===== src/rtl/tff_sync_upcounter_pkg.sv =====
// Shared types and helpers for the T-flop synchronous up counter.
// The count type depends on a module parameter, so it is provided as a macro.
`define TFF_CNT_T(W) logic [(W)-1:0]

package tff_sync_upcounter_pkg;

    // Next-state select, in decreasing priority: RESET > LOAD > WRAP/COUNT > IDLE
    typedef enum logic [2:0] {
        IDLE,
        COUNT,
        WRAP,
        LOAD,
        RESET
    } sel_e;

    function automatic int cnt_max(input int modulus);
        return modulus - 1;
    endfunction

endpackage


===== src/rtl/tff_sync.sv =====
// Single T flip-flop without its own reset; the parent clears it by toggling set bits.
module tff_sync (
    input  logic clk,
    input  logic t,
    output logic q
);

    always_ff @(posedge clk) begin
        q <= q ^ t;
    end

endmodule


===== src/rtl/tff_sync_upcounter.sv =====
// Synchronous modulo-MODULUS up counter: WIDTH T flops driven by a toggle-enable decoder,
// plus a sticky wrap flag and combinational terminal-count / carry-out for cascading.
module tff_sync_upcounter
    import tff_sync_upcounter_pkg::*;
#(
    parameter int WIDTH   = 3,
    parameter int MODULUS = 8
) (
    input  logic             clk,
    input  logic             rst,
    input  logic             en,
    input  logic             load,
    input  logic [WIDTH-1:0] load_val,
    input  logic             clr_ovf,
    output logic [WIDTH-1:0] q,
    output logic             tc,
    output logic             co,
    output logic             ovf
);

    typedef `TFF_CNT_T(WIDTH) cnt_t;

    localparam cnt_t CNT_MAX = cnt_t'(cnt_max(MODULUS));

    if (WIDTH < 1 || MODULUS < 2 || longint'(MODULUS) > (longint'(1) << WIDTH)) begin : g_bad_params
        $error("tff_sync_upcounter: need WIDTH>=1 and 2<=MODULUS<=2**WIDTH");
    end

    sel_e sel;
    cnt_t t;
    cnt_t ld_v;
    logic carry;
    logic ovf_q, ovf_d;

    always_comb begin
        sel = IDLE;
        if (rst)
            sel = RESET;
        else if (load)
            sel = LOAD;
        else if (en)
            sel = (q == CNT_MAX) ? WRAP : COUNT;
    end

    // Out-of-range load values collapse to 0 so q stays inside the modulus.
    always_comb begin
        ld_v  = ({1'b0, load_val} < (WIDTH+1)'(MODULUS)) ? load_val : '0;
        t     = '0;
        carry = 1'b1;
        unique case (sel)
            RESET: t = q;
            LOAD:  t = q ^ ld_v;
            WRAP:  t = q;
            COUNT: begin
                for (int i = 0; i < WIDTH; i++) begin
                    t[i]  = carry;
                    carry = carry & q[i];
                end
            end
            default: t = '0;
        endcase
    end

    for (genvar i = 0; i < WIDTH; i++) begin : g_bit
        tff_sync u_tff (
            .clk (clk),
            .t   (t[i]),
            .q   (q[i])
        );
    end

    // A wrap on the same edge as clr_ovf leaves the flag set.
    always_comb begin
        ovf_d = ovf_q;
        if (sel == WRAP)
            ovf_d = 1'b1;
        else if (clr_ovf)
            ovf_d = 1'b0;
    end

    always_ff @(posedge clk) begin
        if (rst)
            ovf_q <= 1'b0;
        else
            ovf_q <= ovf_d;
    end

    assign ovf = ovf_q;
    assign tc  = (q == CNT_MAX);
    assign co  = tc & en & ~load & ~rst;

endmodule


===== config.mk =====
export PLATFORM = sky130hd
export DESIGN_NAME = tff_sync_upcounter
export DESIGN_NICKNAME = d
export VERILOG_FILES = /design/src/rtl/tff_sync_upcounter_pkg.sv /design/src/rtl/tff_sync.sv /design/src/rtl/tff_sync_upcounter.sv
export SDC_FILE = /design/constraint.sdc
export NUM_CORES = 1
export LEC_CHECK = 0
export CAP_MARGIN = 20
export CORE_AREA = 2 2 39 41
export DETAILED_ROUTE_END_ITERATION = 10
export DIE_AREA = 0 0 41 43
export GPL_TIMING_DRIVEN = 0
export PLACE_DENSITY = 0.43
export SYNTH_ARGS = -nofsm -noshare
export SYNTH_HDL_FRONTEND = slang
export SYNTH_HIERARCHICAL = 1
export SYNTH_SLANG_ARGS = --single-unit
export TNS_END_PERCENT = 30

===== constraint.sdc =====
create_clock -name clk -period 2.9 [get_ports clk]
set_clock_uncertainty 0.2 [all_clocks]
set_input_delay 0.435 -clock clk [delete_from_list [all_inputs] [get_ports clk]]
set_output_delay 0.435 -clock clk [all_outputs]
set_load 0.01 [all_outputs]

==> impl_metrics.env <==
export IMPL_outcome="finished clean"
export IMPL_grt_antenna_before_repair=0
export IMPL_finalSetupViolations=0
export IMPL_die_h_um=43
export IMPL_cts_root_buf="clkbuf_4"
export IMPL_via_per_inst=4.42
export IMPL_maxCapViolCount=0
export IMPL_layout_min_cycle_time_ns=2.35
export IMPL_clk_path_buf_depth=2
export IMPL_synth_cell_types=14
export IMPL_cts_resized=0
export IMPL_drt_iter0_drc=5
export IMPL_hold_violations=0
export IMPL_vias=261
export IMPL_antenna_left=0
export IMPL_worstPathArrival_ns=1.71
export IMPL_grt_max_degree=11
export IMPL_yosys_register_bits=4
export IMPL_clk_latency_ns=0.23
export IMPL_pwr_share_seq=0.351
export IMPL_syn_nets=37
export IMPL_switchingPower_uw=111
export IMPL_io_pins=14
export IMPL_dr_pass1_iters=2
export IMPL_final_common_cell="clkdlybuf4s50_1"
export IMPL_drc=0
export IMPL_final_cell_mix="clkdlybuf4s50_1, a21oi_1, a31oi_1, dfxtp_1"
export IMPL_combPwrFrac=0.444
export IMPL_dieArea_mm2=0.00176
export IMPL_powerDensity_mw_per_mm2=827
export IMPL_cts_sinks=4
export IMPL_netlist_instances=29
export IMPL_max_freq_mhz=426
export IMPL_max_slew_margin=0.847
export IMPL_grt_overflow_total=0
export IMPL_yosysTopAreaCellShare=0.318
export IMPL_p_int_uw=223
export IMPL_cts_tree="done"
export IMPL_rows=14
export IMPL_wl_per_cell_um=9.68
export IMPL_grt_pass1_wl_um=959
export IMPL_post_synth_top_area_cell="dfxtp_1"
export IMPL_critPathKind="input port to output port"
export IMPL_layout_drive_gt1_share=0.209
export IMPL_gp_congestion=0.665
export IMPL_hpwlAfterDp_um=453
export IMPL_syn_area_per_cell_um2=8.67
export IMPL_rsz0062_at_grt="no"
export IMPL_seq_area_frac_synth=0.318
export IMPL_first_global_vias=249
export IMPL_post_cts_buffers=0
export IMPL_cts_htree_levels=1
export IMPL_vdd_drop_max_v=0.000307
export IMPL_critPathMaxFanout=4
export IMPL_min_path_type="input port to register"
export IMPL_clock_power_share=0.205
export IMPL_finalWirelength_um=571
export IMPL_holdBufCountCts=0
export IMPL_core_mm2=0.00138
export IMPL_worst_setup_path_start_kind="input port"
export IMPL_slew_viol_final=0
export IMPL_path_clk_slew_ns=0.03
export IMPL_endpoint_kind="output port"
export IMPL_ys_warn_count=6
export IMPL_fin_nets=53
export IMPL_io_buffers=11
export IMPL_gr_usage_all_layers=0.0863
export IMPL_floorplan_initialDensity=0.182
export IMPL_tns_ns=0
export IMPL_switching_share=0.334
export IMPL_max_slew_worst_pin_slew_ns=0.229
export IMPL_synth_area_um2=251
export IMPL_die_x_um=41
export IMPL_finalCritPeriodShare=0.809
export IMPL_cts_buffers_inserted=3
export IMPL_synthTopCellsByArea="dfxtp_1, xor2_1, a31oi_1"
export IMPL_area_growth_pct=60.7
export IMPL_power_leakage_nw=0.166
export IMPL_total_power_uw=334
export IMPL_diodes=0
export IMPL_required_ns=2.27
Yosys cell counts (all sizes together):
cell,number
buf,1
nand3b,1
nand2b,1
o22a,3
a21oi,5
and3,1
nor2,2
a31oi,4
xor2,3
clkbuf,1
dfxtp,4
inv,3
layout make-up:
class / instances / area, um2
fillers: 157 / 980
plain buffers: 2 / 16.3
well taps: 16 / 20.0
multi-input cells: 20 / 144
inverters: 3 / 11.3
repair buffers: 11 / 110
clock buffers: 3 / 22.5
flip-flops and latches: 4 / 80.1
worst max-delay path, cell delays in order:
cell and delay (ns):
clkdlybuf4s50_1 0.54, nand3b_2 0.11, nor2_1 0.09, clkdlybuf4s50_1 0.54
metal layers:
| metal | global-route usage | routed length [um] |
|---|---|---|
| met5 | 0 | 0 |
| met3 | 0.0681 | 98 |
| met4 | 0.0600 | 0 |
| met2 | 0.100 | 236 |
| met1 | 0.103 | 237 |
final timing paths:
check,to,cells after the start,slack [ns],startpoint
worst min-delay path,ovf$_SDFFE_PP0P_,2,0.27,rst
worst max register to register,g_bit[2].u_tff/q$_DFF_P_,4,1.60,g_bit[0].u_tff/q$_DFF_P_
worst min register to register,ovf$_SDFFE_PP0P_,2,0.28,ovf$_SDFFE_PP0P_
worst max-delay path,co,4,0.55,en
registers in the layout (all words and copies together) (netlist names):
name	count
g_bit.u_tff/q	3
ovf	1
stage by stage:
step,hold WS (ns),cells,util,setup slack (ns),area [um2]
2_1_floorplan,0.308,29,-,1.30,251
3_3_place_gp,0.274,56,0.276,0.543,382
3_5_place_dp,0.279,56,0.276,0.538,382
4_1_cts,0.273,59,0.292,0.534,404
5_1_grt,0.282,59,0.292,0.482,404
6_report,0.269,59,0.292,0.553,404
power groups by stage:
stage | Sequential [mW] | Clock, mW | Combinational, mW
floorplan | 0.124 | 0 | 0.0678
global placement | 0.117 | 0 | 0.148
detailed placement | 0.119 | 0 | 0.149
CTS | 0.117 | 0.0712 | 0.151
global route | 0.124 | 0.0772 | 0.163
finish | 0.117 | 0.0684 | 0.148
kinds of logic (layout without fill, tap and decap cells):
group | Yosys count | count (layout) | synth area share
compound gates | 12 | 12 | 0.323
simple gates | 5 | 5 | 0.144
buf+inv | 5 | 19 | 0.109
flops | 4 | 4 | 0.318
xor+xnor | 3 | 3 | 0.104
Power figures use the tool's default switching activity.
